$ cat src/rtl/inst_encoder.sv
// rtl/inst_encoder.sv - control-word to 32-bit instruction encoder with 4-entry output FIFO
module inst_encoder (
  input  logic        clk,
  input  logic        rst,
  input  logic        req_valid,
  output logic        req_ready,
  input  logic [8:0]  req_cmd,
  input  logic [3:0]  req_cond,
  input  logic        req_imm,
  input  logic [3:0]  req_rn,
  input  logic [3:0]  req_rd,
  input  logic [23:0] req_op2,
  output logic        out_valid,
  input  logic        out_ready,
  output logic [31:0] out_instr,
  output logic        err,
  output logic [7:0]  illegal_cnt
);

  // Fields of the packed control word
  logic       w_wb_en;
  logic       w_mem_r;
  logic       w_mem_w;
  logic [3:0] w_exe;
  logic       w_b;
  logic       w_s;

  assign w_wb_en = req_cmd[8];
  assign w_mem_r = req_cmd[7];
  assign w_mem_w = req_cmd[6];
  assign w_exe   = req_cmd[5:2];
  assign w_b     = req_cmd[1];
  assign w_s     = req_cmd[0];

  logic [1:0]  w_class_cnt;
  logic        w_illegal;
  logic [31:0] w_word;
  logic [3:0]  w_dp_opcode;
  logic        w_dp_s;
  logic        w_dp_ok;
  logic        w_accept;
  logic        w_push;
  logic        w_pop;

  // At most one of branch / load / store may be requested at once
  assign w_class_cnt = {1'b0, w_b} + {1'b0, w_mem_r} + {1'b0, w_mem_w};

  // Data-processing opcode map; CMP and TST are the only no-writeback forms
  always_comb begin
    w_dp_opcode = 4'b0000;
    w_dp_s      = w_s;
    w_dp_ok     = 1'b0;
    if (w_wb_en) begin
      w_dp_ok = 1'b1;
      case (w_exe)
        4'b0001: w_dp_opcode = 4'b1101;
        4'b1001: w_dp_opcode = 4'b1111;
        4'b0010: w_dp_opcode = 4'b0100;
        4'b0011: w_dp_opcode = 4'b0101;
        4'b0100: w_dp_opcode = 4'b0010;
        4'b0101: w_dp_opcode = 4'b0110;
        4'b0110: w_dp_opcode = 4'b0000;
        4'b0111: w_dp_opcode = 4'b1100;
        4'b1000: w_dp_opcode = 4'b0001;
        default: w_dp_ok     = 1'b0;
      endcase
    end else begin
      w_dp_s = 1'b1;
      case (w_exe)
        4'b0100: begin w_dp_opcode = 4'b1010; w_dp_ok = 1'b1; end
        4'b0110: begin w_dp_opcode = 4'b1000; w_dp_ok = 1'b1; end
        default: w_dp_ok = 1'b0;
      endcase
    end
  end

  // Class selection by priority: branch, load, store, data-processing
  always_comb begin
    w_illegal = 1'b0;
    w_word    = 32'h0;
    if (w_class_cnt > 2'd1) begin
      w_illegal = 1'b1;
    end else if (w_b) begin
      w_word = {req_cond, 3'b101, 1'b0, req_op2};
    end else if (w_mem_r) begin
      w_word = {req_cond, 2'b01, req_imm, 4'b0100, 1'b1, req_rn, req_rd, req_op2[11:0]};
    end else if (w_mem_w) begin
      w_word = {req_cond, 2'b01, req_imm, 4'b0100, 1'b0, req_rn, req_rd, req_op2[11:0]};
    end else begin
      w_illegal = !w_dp_ok;
      w_word    = {req_cond, 2'b00, req_imm, w_dp_opcode, w_dp_s, req_rn, req_rd, req_op2[11:0]};
    end
  end

  // FIFO state
  logic [31:0] r_mem [4];
  logic [1:0]  r_wr_ptr;
  logic [1:0]  r_rd_ptr;
  logic [2:0]  r_count;
  logic        r_err;
  logic [7:0]  r_illegal_cnt;

  assign req_ready   = (r_count < 3'd4);
  assign out_valid   = (r_count != 3'd0);
  assign out_instr   = out_valid ? r_mem[r_rd_ptr] : 32'h0;
  assign err         = r_err;
  assign illegal_cnt = r_illegal_cnt;

  assign w_accept = req_valid && req_ready;
  assign w_push   = w_accept && !w_illegal;
  assign w_pop    = out_valid && out_ready;

  // Storage array needs no reset; occupancy gates everything read from it
  always_ff @(posedge clk) begin
    if (w_push) r_mem[r_wr_ptr] <= w_word;
  end

  // Pointers, occupancy and the illegal-request bookkeeping
  always_ff @(posedge clk) begin
    if (rst) begin
      r_wr_ptr      <= 2'd0;
      r_rd_ptr      <= 2'd0;
      r_count       <= 3'd0;
      r_err         <= 1'b0;
      r_illegal_cnt <= 8'd0;
    end else begin
      if (w_push) r_wr_ptr <= r_wr_ptr + 2'd1;
      if (w_pop)  r_rd_ptr <= r_rd_ptr + 2'd1;
      case ({w_push, w_pop})
        2'b10:   r_count <= r_count + 3'd1;
        2'b01:   r_count <= r_count - 3'd1;
        default: r_count <= r_count;
      endcase
      r_err <= w_accept && w_illegal;
      if (w_accept && w_illegal && (r_illegal_cnt != 8'hFF))
        r_illegal_cnt <= r_illegal_cnt + 8'd1;
    end
  end

endmodule

$ cat config.mk
export PLATFORM = sky130hd
export DESIGN_NAME = inst_encoder
export DESIGN_NICKNAME = d
export VERILOG_FILES = /design/src/rtl/inst_encoder.sv
export SDC_FILE = /design/constraint.sdc
export NUM_CORES = 1
export LEC_CHECK = 0
export CELL_PAD_IN_SITES_DETAIL_PLACEMENT = 0
export CELL_PAD_IN_SITES_GLOBAL_PLACEMENT = 1
export CORE_AREA = 2 2 136 138
export DETAILED_ROUTE_END_ITERATION = 10
export DIE_AREA = 0 0 138 140
export PLACE_DENSITY_LB_ADDON = 0.1
export SYNTH_ARGS = -nofsm -noshare
export SYNTH_HDL_FRONTEND = slang
export SYNTH_SLANG_ARGS = --single-unit
$ cat constraint.sdc
create_clock -name clk -period 6.5 [get_ports clk]
set_input_delay 1.625 -clock clk [delete_from_list [all_inputs] [get_ports clk]]
set_output_delay 1.625 -clock clk [all_outputs]
set_load 0.02 [all_outputs]
* Yosys cells after proc, flatten, opt, wreduce, memory -nomap -nowiden *
Memories as Yosys holds them, arrays and structs flattened. A register that Yosys moved wholly into a read port is not among the register bits.
Cells that the tools add are included.

word-level totals
  flip-flop bits (word level) = 16
  RAM bits = 128
  output and inout port bits = 43
  logic and storage cells = 59
  memories kept = 1

cells by class
  add/subtract/negate cells = 7
  $lt $le $gt $ge = 2
  equal/unequal tests = 12
  mux-type cells = 21
  reduce and logical (&&, ||, !) cells = 11

memory list
  memory  depth  width  read ports  clocked after Yosys merged registers in  write ports  RTL line  text
  r_mem   4      32     1           1                                        1            96        logic [31:0] r_mem [4];

operators by type and width
  operator                                                               count
  32-bit 2-to-1 mux                                                      2
  27-bit 2-to-1 mux                                                      2
  4-bit case mux with 8 select lines                                     1
  28-bit 2-to-1 mux                                                      1
  4-bit by 3-bit equality test with 1-bit output, second input constant  4
  1-bit 2-to-1 mux                                                       10
  9-bit OR reduction                                                     1
  8-bit by 1-bit adder with 8-bit output, second input constant          1
  4-bit by 2-bit equality test with 1-bit output, second input constant  2
  4-bit equality test, second input constant                             2
  8-bit inequality test, second input constant                           1
  4-bit case mux with 2 select lines                                     1
  3-bit case mux with 2 select lines                                     1
  1-bit logical AND                                                      5
  2-bit by 1-bit adder with 2-bit output, second input constant          2
  4-bit by 1-bit equality test with 1-bit output, second input constant  1
  2-bit 2-to-1 mux                                                       2
  4-bit 2-to-1 mux                                                       1
  3-bit by 1-bit adder with 3-bit output, second input constant          1
  3-bit < comparator, second input constant                              1
  3-bit nonzero test                                                     1
  3-bit by 1-bit subtractor with 3-bit output, second input constant     1
  1-bit by 1-bit adder with 2-bit output                                 1
  2-bit by 1-bit adder with 2-bit output                                 1
  other kinds (6)                                                        7

* Depth between registers and ports, before layout *
Gate-level depths: netlist of the first run.

  depth in word-level cells = 13
  gate-level depth with buffers = 11
  mapped depth without buffers = 10

* Worst setup path before layout of the first run *
OpenSTA, ideal clock, no wires.

  kind = input to register
  from = input req_cmd[1]
  to = register r_count[2]
  setup time = 71 ps
  data arrival time = 3,885 ps
  setup slack = 2,544 ps
  cell stages on the path = 11
  path through = clkbuf_1 > or3_1 > a311oi_2 > nor3b_2 > inv_1 > ha_1 > inv_1 > fa_1 > xor2_1 > or3_1 > a21oi_1

on the way
  longest elaborated chain between the ends = 8

ends and longest elaborated chain
  item                                                                                   RTL line  text
  start, declared                                                                        7         input logic [8:0] req_cmd,
  1-bit by 1-bit adder with 2-bit output                                                 46        assign w_class_cnt = {1'b0, w_b} + {1'b0, w_mem_r} + {1'b0, w_mem_w};
  2-bit by 1-bit adder with 2-bit output                                                 46
  2-bit by 1-bit greater-than comparator with 1-bit output                               81        if (w_class_cnt > 2'd1) begin
  1-bit 2-to-1 mux (*)                                                                   81
  1-bit logical NOT (*)                                                                  110       assign w_push = w_accept && !w_illegal;
  1-bit logical AND (*)                                                                  110
  2-bit by 1-bit equality test with 1-bit output or 2-bit equality test (tied branches)  129       case ({w_push, w_pop})
  3-bit case mux with 2 select lines or 2-bit nonzero test (tied branches)               --
  end signal, assigned                                                                   130       2'b10: r_count <= r_count + 3'd1;
  end signal, assigned                                                                   131       2'b01: r_count <= r_count - 3'd1;
  end signal, assigned                                                                   132       default: r_count <= r_count;
  end, declared                                                                          99        logic [2:0] r_count;

Every way passes the cells marked *; elsewhere a longest branch is shown, timed or not.
A chain may end at the register's enable or synchronous reset.

* Worst setup path in the final report of the first run *
  from = input req_cmd[1]
  to = memory r_mem[1][7] (enable)

on the way
  longest elaborated chain between the ends = 8

ends and longest elaborated chain
  item                                                      RTL line  text
  1-bit by 1-bit adder with 2-bit output                    46
  2-bit by 1-bit adder with 2-bit output                    46
  2-bit by 1-bit greater-than comparator with 1-bit output  81
  1-bit 2-to-1 mux (*)                                      81
  1-bit logical NOT (*)                                     110
  1-bit logical AND (*)                                     110
  1-bit 2-to-1 mux (*)                                      115       if (w_push) r_mem[r_wr_ptr] <= w_word;
  1-bit 2-to-1 mux (implied by the code) (*)                115
  end, declared                                             96

Marked as above.

==> results of run 1 <==
-- metal layers --
layer	vias to the layer above	global-route usage [%]	wire length, um
li1	1638	-	-
met1	1712	17.4	5690
met2	82	23.2	6140
met3	17	3.08	452
met4	0	5.96	222
met5	-	0	0
-- area by class of cell --
type / count / share of cell area (%)
Sequential cell: 146 / 52.6
Multi-Input combinational cell: 200 / 23.2
Timing Repair Buffer: 94 / 11.7
Clock buffer: 19 / 5.42
Tap cell: 229 / 3.58
Clock inverter: 13 / 2.90
Inverter: 13 / 0.611
-- state kept, by name, indices dropped and copies added (netlist names), named ones only --
register	count
r_mem	128
illegal_cnt	8
r_count	3
r_rd_ptr	2
r_wr_ptr	2
err	1
-- cell families after synthesis --
family                   Yosys count
AND/OR/NAND/NOR                  111
XOR/XNOR                           5
AO/OA/AOI/OAI                     33
adder cells (fa/ha/maj)            8
flip-flops                       146
buffers and inverters             30
multiplexers                      43
-- final timing paths --
| kind | startpoint | to | slack [ns] | cells after the start |
|---|---|---|---|---|
| setup / recovery | req_cmd[1] | r_mem[1][7] | 2.11 | 6 |
| hold / removal | illegal_cnt[7] | illegal_cnt[7] | 0.51 | 2 |
| setup reg to reg | r_count[2] | r_count[2] | 3.63 | 8 |
| hold reg to reg | illegal_cnt[7] | illegal_cnt[7] | 0.51 | 2 |
-- through the flow --
step / instances / area (sq um) / hold WS (ns)
global placement: 682 / 7330 / 0.489
CTS: 714 / 7990 / 0.520
detailed placement: 682 / 7330 / 0.501
floorplan: 376 / 6160 / 0.472
finish: 714 / 7990 / 0.511
global route: 714 / 7990 / 0.541
-- report_power, final --
group          total [W]  internal, W  switching (W)
Clock            0.00109     0.000720       0.000369
Sequential       0.00112      0.00109      0.0000308
Combinational   0.000865     0.000430       0.000435
Total            0.00308      0.00224       0.000835
-- placed cells by master (no fill, tap or decap), types with 2 or more instances in the layout --
cell | synthesis | final
and2_1 | 54 | 50
or3_1 | 5 | 5
dfxtp_1 | 18 | 16
nor3_1 | 5 | 5
o41ai_1 | 2 | 2
a21oi_1 | 9 | 8
bufinv_16 | 0 | 6
and2_2 | 0 | 4
nor2b_1 | 4 | 4
clkdlybuf4s50_1 | 0 | 92
edfxtp_1 | 128 | 128
mux4_2 | 32 | 32
clkbuf_16 | 0 | 17
nor2_1 | 25 | 25
nand2_1 | 7 | 7
nand3_1 | 3 | 3
o31ai_1 | 2 | 2
dfxtp_2 | 0 | 2
mux2i_1 | 10 | 10
clkbuf_1 | 8 | 2
o311ai_0 | 2 | 2
inv_1 | 13 | 13
o21ai_0 | 6 | 6
buf_4 | 0 | 2
xnor2_1 | 2 | 2
ha_1 | 7 | 7
clkinv_4 | 0 | 3
xor2_1 | 3 | 3
-- critical path, cell delays in order --
cell	delay [ns]
clkdlybuf4s50_1	0.45
buf_4	0.26
ha_1	0.30
a21o_1	0.43
nor3b_2	0.50
and2_2	0.83
==> results.py, run 1 <==
metrics = {
    "placed_design": {
        "dp_slack_ns": 1.61,
        "gp_congestion": 0.702,
        "io_buffers": 92,
        "hpwlAfterDp_mm": 7.60,
    },
    "yosys": {
        "synth.area.top_cells": "edfxtp_1 62%, mux4_2 12%, dfxtp_1 5.8%",
        "synth.net_count": 434,
        "synth_adder_area_share_pct": 1.75,
        "synth_seq_cells": 146,
        "synth_area_per_cell_sq_um": 16.4,
        "synth_top_flop_cell": "edfxtp_1",
        "synth-compound-area-share_pct": 3.84,
        "synth_area_leader_cell": "edfxtp_1",
        "seq_area_frac_synth_pct": 68.2,
        "synth-xor-area-share_pct": 0.711,
        "yosysMostFrequentCell": "edfxtp_1",
        "netlist_instances": 376,
        "yosys.area_share.simple_pct": 10.1,
        "yosysWarningCount": 0,
        "syn_area_sq_um": 6160,
        "synth_commonest_cells": "128 x edfxtp_1, 54 x and2_1, 32 x mux4_2",
        "synth_top_area_share_pct": 62.4,
        "yosysUniqueCellTypes": 45,
        "async_reset_ff_share_pct": 0,
        "synth-edff-count": 128,
        "muxShareOfSynthArea_pct": 13.5,
        "synth_top_family_by_area": "multiplexers",
    },
    "sta": {
        "slew_viol_final": 0,
        "tns_ns": 0,
        "setup_slack_ns": 2.11,
        "min_period_ns": 4.39,
        "slew_headroom_pct": 14.3,
        "finalSetupViolations": 0,
        "worst_pin_slew_ns": 1.27,
        "fin_crit_sh_pct": 67.6,
        "rsz0062_at_grt": "false",
        "fmax_mhz": 228,
        "hold_viol_final": 0,
        "fin_skew_ns": 0.00599,
    },
    "cts": {
        "tritoncts": "built",
        "clk_pin_slew_worst_paths_ns": 0.06,
        "holdBufCountCts": 0,
        "cts_root_buf": "clkbuf_16",
        "cts_max_path_buffers": 2,
        "cts_setup_buffers": 0,
        "htree_levels": 4,
        "cts.sinks": 146,
        "cts.repair.resized": 0,
        "cts_buffers": 17,
        "clock_latency_ns": 0.42,
    },
    "floorplan": {
        "coreArea_sq_um": 17800,
        "rows": 49,
        "pin_count": 93,
        "dieArea_sq_um": 19300,
        "die_h_um": 140,
        "dieWidth_um": 138,
        "initial_core_util_pct": 34.7,
    },
    "routing": {
        "vias": 3449,
        "route.detailed.drc": 0,
        "drt_wl_total_mm": 12.5,
        "drt_iter0_drc": 206,
        "wl_per_cell_um": 17.5,
        "viasPerCell": 4.83,
        "dr.pass1.iters": 5,
        "ant_nets": 0,
    },
    "finish": {
        "synthToLayoutAreaGrowth_pct": 29.7,
        "antenna_cells": 0,
        "final_core_util_pct": 45.0,
        "layout-drive-gt1-share_pct": 15.7,
        "fin_nets": 530,
        "multi_input_area_sq_um": 1850,
        "fillers": 1572,
        "seq_area_sq_um": 4210,
    },
    "worst_setup_path": {
        "crit_arrival_ns": 4.43,
        "crit_required_ns": 6.54,
        "end_kind": "flip-flop",
        "worst_setup_path_start_kind": "input port",
        "crit_fanout": 32,
        "critPathKind": "input port to flip-flop",
    },
    "grt": {
        "antenna_found_initial": 0,
        "track_usage_pct": 13.8,
        "grt-ovfl-total": 0,
        "grt_pass1_wl_mm": 20.5,
        "grt_pass1_vias": 3759,
        "grt_max_degree": 35,
    },
    "outcome": {
        "status": "finished, final reports clean",
    },
    "power_and_ir_drop": {
        "ir_drop_mv": 0.182,
        "total_power_w": 0.00308,
        "p_per_area_nw_per_um2": 385,
        "p_leak_nw": 2.63,
    },
    "min_path": {
        "hp-class": "flip-flop to flip-flop",
    },
    "job": {
        "drv_cap": 0,
    },
}
(Power assumes the default switching activity.)
==> run 2: changes to the inputs <==
clock period = 4.3 ns   (was 6.5 ns; I/O delays follow)
==> run 2 against run 1 <==
  * Global-route usage grew 0.30 points
  * Cell count up 1.4%
  * Worst setup slack got worse by 1.5 ns
  * Hold slack better by 0.0051 ns
  * Total power grew 51%
  * Critical path type is now flip-flop to primary output
  * Largest cell class unchanged
  * Largest power group unchanged
  * Highest routed layer unchanged
==> results.py, run 2 (same netlist as run 1, synthesis figures left out) <==
metrics = {
    "placed_design": {
        "hpwlAfterDp_mm": 8.11,
        "gp_congestion": 0.765,
        "dp.cells": 692,
        "io_buffers": 92,
        "place_area_sq_um": 7470,
    },
    "min_path": {
        "hold_depth": 2,
        "hp-class": "flip-flop to flip-flop",
        "min_from": "illegal_cnt[7]",
    },
    "grt": {
        "track_usage_pct": 14.1,
        "antenna_found_initial": 0,
        "grt-ovfl-total": 0,
        "grt_pass1_wl_mm": 20.9,
        "grt_pass1_vias": 3865,
        "grt_max_degree": 33,
    },
    "worst_setup_path": {
        "r2r-start": "r_count[2]",
        "end_kind": "primary output",
        "max_stage_delay_ns": 0.71,
        "critPathKind": "flip-flop to primary output",
        "crit_fanout": 18,
        "crit_slowest_cell": "dfxtp_2",
        "crit_arrival_ns": 2.66,
        "crit_required_ns": 3.22,
        "worst_setup_path_start_kind": "flip-flop",
        "crit_chain": "buf_12 -> mux4_2 -> and2_1 -> clkdlybuf4s50_1",
        "r2r_cells": 8,
    },
    "routing": {
        "drt_iter0_drc": 113,
        "route.detailed.drc": 0,
        "ant_nets": 0,
        "vias": 3534,
        "drt_wl_total_mm": 13.0,
        "viasPerCell": 4.88,
        "wl_per_cell_um": 17.9,
        "dr.pass1.iters": 6,
    },
    "finish": {
        "mostFrequentLayoutCells": "128 x edfxtp_1, 92 x clkdlybuf4s50_1, 50 x and2_1",
        "top_register": "r_mem",
        "largest_reg_flops": 128,
        "synthToLayoutAreaGrowth_pct": 31.5,
        "final_cells": 724,
        "layout_commonest_cell": "edfxtp_1",
        "layout-drive-gt1-share_pct": 17.6,
        "fillers": 1582,
        "fin_nets": 540,
        "antenna_cells": 0,
        "design_area_sq_um": 8100,
    },
    "cts": {
        "tritoncts": "built",
        "clk_pin_slew_worst_paths_ns": 0.06,
        "cts.sinks": 146,
        "htree_levels": 4,
        "cts_buffers": 17,
        "cts_setup_buffers": 0,
        "cts_max_path_buffers": 2,
        "clock_latency_ns": 0.41,
        "cts_root_buf": "clkbuf_16",
        "holdBufCountCts": 0,
        "cts.repair.resized": 0,
    },
    "sta": {
        "slew_headroom_pct": 55.3,
        "min_period_ns": 3.73,
        "rsz0062_at_grt": "false",
        "tns_ns": 0,
        "finalSetupViolations": 0,
        "fmax_mhz": 268,
        "fin_crit_sh_pct": 86.8,
        "fin_skew_ns": 0.00608,
        "hold_viol_final": 0,
        "slew_viol_final": 0,
        "worst_pin_slew_ns": 0.671,
    },
    "floorplan": {
        "pin_count": 93,
        "initial_core_util_pct": 34.7,
        "coreArea_sq_um": 17800,
        "dieArea_sq_um": 19300,
        "rows": 49,
        "dieWidth_um": 138,
        "die_h_um": 140,
    },
    "power_and_ir_drop": {
        "p_leak_nw": 2.68,
        "p_per_area_nw_per_um2": 574,
        "ir_drop_mv": 0.372,
        "total_power_w": 0.00465,
    },
    "outcome": {
        "status": "finished, final reports clean",
    },
    "job": {
        "drv_cap": 0,
    },
}
## run 2: final timing paths
path / endpoint / slack [ns]
max: out_instr[25] / 0.57
max reg2reg: r_count[2] / 1.86
min: illegal_cnt[7] / 0.52
min reg2reg: illegal_cnt[7] / 0.52
## run 2: metrics by stage
stage / worst slack, ns / utilization (%) / hold slack (ns)
finish: 0.569 / 45.6 / 0.516
global route: 0.409 / 45.6 / 0.545
CTS: 0.485 / 45.6 / 0.524
detailed placement: 0.313 / 42.0 / 0.509
global placement: 0.383 / 42.0 / 0.489
floorplan: 0.894 / - / 0.472
## run 2: layout make-up
| class | count | area, sq um | share of cell area (%) |
|---|---|---|---|
| timing repair buffer | 104 | 1070 | 13.2 |
| inverter | 13 | 48.8 | 0.602 |
| clock inverter | 15 | 213 | 2.62 |
| tap | 229 | 287 | 3.54 |
| clock buffer | 17 | 425 | 5.25 |
| sequential | 146 | 4210 | 51.9 |
| multi-input combinational | 200 | 1850 | 22.8 |
## run 2: routing by layer
metal,up-vias,GRT usage [%],wire length [um]
met5,-,0,0
met4,0,5.48,154
met3,11,3.35,435
met2,79,23.9,6560
met1,1783,17.7,5850
li1,1661,-,-
## run 2: power by group
group	switching (W)	internal, W
clock	0.000562	0.00102
sequential	0.0000780	0.00165
combinational	0.000649	0.000686
## run 2: worst max-delay path: cells and delay by family (launching register included)
kind                   cells  cell delay (ns)
buffers and inverters      2             0.83
AND/OR/NAND/NOR            1             0.20
multiplexers               1             0.51
flip-flops                 1             0.71
